[config.mk]
export PLATFORM = sky130hd
export DESIGN_NAME = pipelined_rca_adder
export DESIGN_NICKNAME = d
export VERILOG_FILES = /design/src/rtl/pipelined_rca_adder.sv
export SDC_FILE = /design/constraint.sdc
export NUM_CORES = 1
export LEC_CHECK = 0
export BUFFER_PORTS_ARGS = -buffer_cell sky130_fd_sc_hd__buf_2
export CORE_MARGIN = 3
export CORE_UTILIZATION = 35
export DETAILED_ROUTE_END_ITERATION = 10
export SYNTH_ARGS = -nofsm -noshare
export SYNTH_HDL_FRONTEND = slang
export SYNTH_SLANG_ARGS = --single-unit
[constraint.sdc]
create_clock -name clk -period 3.2 [get_ports clk]
set_clock_uncertainty 0.1 [all_clocks]
set_input_delay 0.16 -clock clk [delete_from_list [all_inputs] [get_ports clk]]
set_output_delay 0.16 -clock clk [all_outputs]
set_load 0.05 [all_outputs]
[src/rtl/pipelined_rca_adder.sv]
// Pipelined ripple-carry add/subtract: WIDTH bits split into SLICE-bit ripple
// slices, one slice per stage, carry registered between stages, valid/ready flow.
module pipelined_rca_adder #(
    parameter int WIDTH = 16,
    parameter int SLICE = 4
) (
    input  logic             clk,
    input  logic             rst,
    input  logic             in_valid,
    output logic             in_ready,
    input  logic [WIDTH-1:0] x,
    input  logic [WIDTH-1:0] y,
    input  logic             c_in,
    input  logic             sub,
    output logic             out_valid,
    input  logic             out_ready,
    output logic [WIDTH-1:0] s,
    output logic             c_out,
    output logic             ovf
);
    // WIDTH must be a multiple of SLICE.
    localparam int NSTAGE = WIDTH / SLICE;

    logic             en;
    logic [WIDTH-1:0] yb;
    logic             cin0;

    // Subtraction is x + ~y + 1, so c_in is overridden in sub mode.
    assign yb   = sub ? ~y : y;
    assign cin0 = sub | c_in;

    generate
        for (genvar gi = 0; gi < NSTAGE; gi++) begin : g_stage
            localparam int LO = gi * SLICE;
            localparam int HI = LO + SLICE;

            logic [SLICE-1:0] a;
            logic [SLICE-1:0] b;
            logic             cin;
            logic             v_in;
            logic [SLICE:0]   add;
            logic [HI-1:0]    sum_d;
            logic [HI-1:0]    sum_q;
            logic             vld_q;

            if (gi == 0) begin : g_src
                assign a     = x[SLICE-1:0];
                assign b     = yb[SLICE-1:0];
                assign cin   = cin0;
                assign v_in  = in_valid;
                assign sum_d = add[SLICE-1:0];
            end else begin : g_src
                assign a     = g_stage[gi-1].g_fwd.opx_q[SLICE-1:0];
                assign b     = g_stage[gi-1].g_fwd.opy_q[SLICE-1:0];
                assign cin   = g_stage[gi-1].g_fwd.carry_q;
                assign v_in  = g_stage[gi-1].vld_q;
                assign sum_d = {add[SLICE-1:0], g_stage[gi-1].sum_q};
            end

            assign add = {1'b0, a} + {1'b0, b} + {{SLICE{1'b0}}, cin};

            // Data only loads on a valid beat, so bubbles leave the last result visible.
            always_ff @(posedge clk or posedge rst) begin
                if (rst) begin
                    vld_q <= 1'b0;
                    sum_q <= '0;
                end else if (en) begin
                    vld_q <= v_in;
                    if (v_in) begin
                        sum_q <= sum_d;
                    end
                end
            end

            if (gi < NSTAGE - 1) begin : g_fwd
                localparam int REM = WIDTH - HI;

                logic [REM-1:0] opx_d;
                logic [REM-1:0] opy_d;
                logic [REM-1:0] opx_q;
                logic [REM-1:0] opy_q;
                logic           carry_q;

                if (gi == 0) begin : g_op
                    assign opx_d = x[WIDTH-1:SLICE];
                    assign opy_d = yb[WIDTH-1:SLICE];
                end else begin : g_op
                    assign opx_d = g_stage[gi-1].g_fwd.opx_q[WIDTH-LO-1:SLICE];
                    assign opy_d = g_stage[gi-1].g_fwd.opy_q[WIDTH-LO-1:SLICE];
                end

                always_ff @(posedge clk or posedge rst) begin
                    if (rst) begin
                        opx_q   <= '0;
                        opy_q   <= '0;
                        carry_q <= 1'b0;
                    end else if (en && v_in) begin
                        opx_q   <= opx_d;
                        opy_q   <= opy_d;
                        carry_q <= add[SLICE];
                    end
                end
            end else begin : g_last
                logic c_msb_in;
                logic c_out_q;
                logic ovf_q;

                // Carry into the MSB recovered from the MSB sum bit and its operands.
                assign c_msb_in = add[SLICE-1] ^ a[SLICE-1] ^ b[SLICE-1];

                always_ff @(posedge clk or posedge rst) begin
                    if (rst) begin
                        c_out_q <= 1'b0;
                        ovf_q   <= 1'b0;
                    end else if (en && v_in) begin
                        c_out_q <= add[SLICE];
                        ovf_q   <= add[SLICE] ^ c_msb_in;
                    end
                end
            end
        end
    endgenerate

    assign out_valid = g_stage[NSTAGE-1].vld_q;
    assign s         = g_stage[NSTAGE-1].sum_q;
    assign c_out     = g_stage[NSTAGE-1].g_last.c_out_q;
    assign ovf       = g_stage[NSTAGE-1].g_last.ovf_q;

    // Whole pipeline freezes while a result waits on a busy consumer.
    assign en       = !(out_valid && !out_ready);
    assign in_ready = en;

endmodule

Word level (Yosys, flattened, before mapping)
Cells that the tools add are included.
{"block": "word_totals", "ff_bits": 97, "latchBits": 0, "mem_bits_rw": 0, "mem_bits_ro": 0, "input_bits": 38, "word_cells": 45, "mem_count": 0}
{"block": "op_classes", "n_addsub": 8, "mul": 0, "n_div": 0, "n_lt_le_gt_ge": 0, "eq_ne": 0, "shift": 0, "mux": 1, "n_bitwise": 6, "reduce_logical": 11}
{"op": "4-bit by 4-bit adder with 5-bit output", "n": 4}
{"op": "5-bit by 1-bit adder with 5-bit output", "n": 4}
{"op": "16-bit 2-to-1 mux", "n": 1}
{"op": "16-bit NOT", "n": 1}
{"op": "2-bit AND reduction", "n": 4}
{"op": "1-bit logical AND", "n": 5}
{"op": "1-bit bitwise XOR", "n": 3}
{"op": "1-bit zero test", "n": 2}
{"op": "1-bit NOT", "n": 1}
{"op": "1-bit OR", "n": 1}

Logic depth before layout (Yosys ltp)
{"block": "logic_depth", "depth_word": 5, "mapped_depth": 8}

Worst setup path before layout
No wires, ideal clock.
{"block": "synth_timing", "path_kind": "in2reg", "start": "input port sub", "end": "register g_stage[0].g_fwd.carry_q", "arrival_time_ns": 2.058, "required_time_ns": 2.973, "path_slack_ns": 0.915, "stages": 8, "path_buffers": 2, "path_cell_list": "buf_2 -> buf_4 -> or2_2 -> fa_1 -> fa_1 -> a21o_1 -> a211oi_1 -> a21oi_1"}
{"block": "synth_between", "elab_chain_len": 3}
{"element": "start, declared", "line_no": "14", "source": "input logic sub,"}
{"element": "16-bit 2-to-1 mux", "line_no": "29", "source": "assign yb = sub ? ~y : y;"}
{"element": "4-bit by 4-bit adder with 5-bit output", "line_no": "60", "source": "assign add = {1'b0, a} + {1'b0, b} + {{SLICE{1'b0}}, cin};"}
{"element": "5-bit by 1-bit adder with 5-bit output *", "line_no": "60"}
{"element": "end signal, assigned", "line_no": "100", "source": "carry_q <= add[SLICE];"}
{"element": "end, declared", "line_no": "82", "source": "logic carry_q;"}
Mark *: on every way between the ends. The rest lies on a longest branch, timed or not.
A chain may end at the register's enable or synchronous reset.

Worst setup path after layout
{"block": "layout_timing", "start": "register g_stage[2].g_fwd.opx_q[0]", "end": "register g_stage[3].g_last.ovf_q, in the netlist ovf"}
{"block": "layout_between", "elab_chain_len": 5}
{"element": "start, declared", "line_no": "80", "source": "logic [REM-1:0] opx_q;"}
{"element": "start signal, assigned", "line_no": "98", "source": "opx_q <= opx_d;"}
{"element": "4-bit by 4-bit adder with 5-bit output *", "line_no": "60"}
{"element": "5-bit by 1-bit adder with 5-bit output *", "line_no": "60"}
{"element": "1-bit bitwise XOR (2 in a row)", "line_no": "109", "source": "assign c_msb_in = add[SLICE-1] ^ a[SLICE-1] ^ b[SLICE-1];"}
{"element": "1-bit bitwise XOR *", "line_no": "117", "source": "ovf_q <= add[SLICE] ^ c_msb_in;"}
{"element": "end signal, assigned", "line_no": "117"}
{"element": "end, declared", "line_no": "106", "source": "logic ovf_q;"}
Marked as above.

==> results.py <==
metrics = {
    "status": {
        "outcome": "finished, final reports clean",
    },
    "sta": {
        "fmax_mhz": 478,
        "maxSlewViolCount": 0,
        "tightest_slew_ns": 0.897,
        "finalHoldViolations": 0,
        "tns_ns": 0,
        "setup_violations": 0,
        "relSlewSlack": 0.401,
        "holdWs_ns": 0.0235,
        "fin_crit_ns": 2.09,
        "fin_crit_sh": 0.653,
        "layout_setup_ws_ns": 1.11,
        "rsz0062_at_grt": "no",
    },
    "placement": {
        "place_ws_ns": 0.817,
        "placedCellCount": 511,
        "post_dp_cell_area_sq_mm": 0.00471,
        "place.port_buffers": 57,
        "dp_hpwl_um": 5240,
        "gp_congestion": 0.732,
    },
    "routing": {
        "drcViolationCount": 0,
        "wire_per_inst_um": 13.6,
        "highest_layer": "met4",
        "wl_met2_um": 3390,
        "drtIter0Drc": 79,
        "wl_met3_um": 309,
        "m1WireLength_um": 3550,
        "vias": 2534,
        "wirelength_um": 7350,
        "dr.pass1.iters": 4,
        "postRouteAntennaNets": 0,
        "vias_per_cell": 4.69,
    },
    "power": {
        "power_switching_mw": 1.94,
        "seqPwrFrac": 0.385,
        "p_leak_nw": 2.42,
        "swShare": 0.360,
        "vdd_drop_max_mv": 0.361,
        "powerDensity_mw_per_mm2": 1040,
        "combPwrFrac": 0.400,
        "clock_power_share": 0.215,
        "p_int_mw": 3.45,
    },
    "grt": {
        "grt.overflow.total": 0,
        "antenna_found_initial": 0,
        "grt_max_degree": 48,
        "grt_pass1_wl_um": 12800,
        "grt_usage": 0.121,
        "first_global_vias": 2680,
    },
    "final_layout": {
        "final_cells": 540,
        "nets": 450,
        "antenna_cells": 0,
        "final_cell_area_sq_mm": 0.00517,
        "drive_gt1_frac": 0.338,
        "final_cell_mix": "dfrtp_1 (97), buf_2 (57), mux2_2 (49)",
        "final_common_cell": "dfrtp_1",
        "synthToLayoutAreaGrowth_pct": 20.3,
    },
    "critical_path": {
        "crit_arrival_ns": 2.23,
        "start_kind": "flop",
        "endpoint_kind": "flop",
        "worstPathRequired_ns": 3.34,
        "crit_fanout": 3,
        "critical_path_class": "flop to flop",
    },
    "clocking": {
        "cts.sinks": 97,
        "cts_buffers": 9,
        "clockBufferDepth": 2,
        "cts_tree": "built",
        "root_buffer": "clkbuf_16",
        "cts_max_level": 3,
        "cts.clk_slew.worst_paths_ns": 0.06,
        "insertion_delay_ns": 0.33,
    },
    "logic_synthesis": {
        "syn_inst": 321,
        "yosysSeqAreaShare": 0.565,
        "netlist_area_sq_mm": 0.00430,
        "yosysWarnings": 0,
        "syn_avg_cell_area_sq_um": 13.4,
        "yosys.area.top_type": "dfrtp_1",
        "ys_ff_latch": 97,
        "synthTopCellsByArea": "dfrtp_1 (56%), mux2_2 (13%), mux2_1 (4.5%), fa_1 (3.7%), ha_1 (3.5%)",
        "syn_nets": 379,
        "yosys.area.top_type_share": 0.565,
        "synth.distinct_cells": 34,
    },
    "floorplan": {
        "io_pins": 58,
        "chipHeight_um": 117,
        "core-area_sq_mm": 0.0117,
        "start_util": 0.367,
        "die_width_um": 117,
        "rows": 39,
        "die-area_sq_mm": 0.0136,
    },
    "worst_hold_path": {
        "hold_class": "primary input to flop",
    },
    "flow_run": {
        "max_cap_viol_count": 0,
    },
}
-- cell type report --
class	instances	area, sq um
fillers	1112	6540
flip-flops and latches	97	2430
multi-input cells	200	1750
repair buffers	73	438
clock buffers	12	256
well taps	143	179
clock inverters	4	75.1
inverters	11	46.3
-- critical path, stage by stage (launching register included) --
cell and delay, ns:
dfrtp_1 0.40, fa_1 0.46, fa_1 0.42, nand3_1 0.13, a21oi_1 0.10, o211a_1 0.24, o31ai_2 0.16
-- state kept, by name, summed over array words and instances, names as in the netlist --
name                   count
g_stage.g_fwd.opx_q       24
g_stage.g_fwd.opy_q       24
g_stage.sum_q             24
s                         16
g_stage.g_fwd.carry_q      3
g_stage.vld_q              3
c_out                      1
out_valid                  1
ovf                        1
-- final timing paths --
kind	from	endpoint	slack [ns]	cells after the start
max in group asynchronous	rst	g_stage[1].vld_q	1.89	4
min in group asynchronous	rst	g_stage[1].sum_q[5]	0.35	3
min reg2reg	g_stage[0].g_fwd.opy_q[11]	g_stage[0].g_fwd.opy_q[11]	0.37	2
max reg2reg	g_stage[2].g_fwd.opx_q[0]	ovf	1.11	6
max	g_stage[2].g_fwd.opx_q[0]	ovf	1.11	6
min	out_ready	g_stage[1].vld_q	0.02	4
-- layer usage --
metal | GRT usage | up-vias
met2 | 0.185 | 47
met4 | 0.0528 | 0
li1 | - | 1237
met3 | 0.0216 | 7
met1 | 0.169 | 1243
met5 | 0 | -
-- cells by family (layout without fill, tap and decap cells) --
family	Yosys count	after routing	share of synthesized area
adder cells (fa/ha/maj)	20	20	0.0722
flip-flops	97	97	0.565
buffers and inverters	24	100	0.0288
AO/OA/AOI/OAI	45	45	0.0634
AND/OR/NAND/NOR	46	46	0.0512
XOR/XNOR	23	23	0.0469
multiplexers	66	66	0.173
-- stage by stage --
stage | total power, mW | util
final | 5.40 | 0.441
after global routing | 5.82 | 0.441
after CTS | 5.48 | 0.441
after detailed placement | 4.29 | 0.402
after global placement | 4.21 | 0.402
after floorplan | 3.80 | -
-- Yosys cell counts, drive strengths merged --
library cell  instances
or2                   1
and3                  2
nor2                  1
fa                    8
inv                  11
nor2b                 2
xnor2                14
a211oi                2
ha                   12
a21boi                1
a21o                  6
a21oi                 9
nand3                 1
o211a                 1
or3                   1
nand2                35
dfrtp                97
buf                  13
o21ai                23
nor3b                 1
a41o                  1
mux2                 66
o31ai                 2
and2                  1
nand2b                1
xor2                  9
-- power by group through the flow --
stage / clock [mW] / sequential [mW] / combinational (mW)
after floorplan: 0 / 2.43 / 1.37
after global placement: 0 / 2.10 / 2.11
after detailed placement: 0 / 2.12 / 2.17
after CTS: 1.19 / 2.09 / 2.20
after global routing: 1.24 / 2.17 / 2.41
final: 1.16 / 2.08 / 2.16
-- repair_timing --
action / in CTS / in global routing
buffers inserted: 0 / 0
gates resized for setup: 0 / 0
hold endpoints to repair: 57 / 0
hold buffers: 13 / 0
Power figures use the tool's default switching activity.
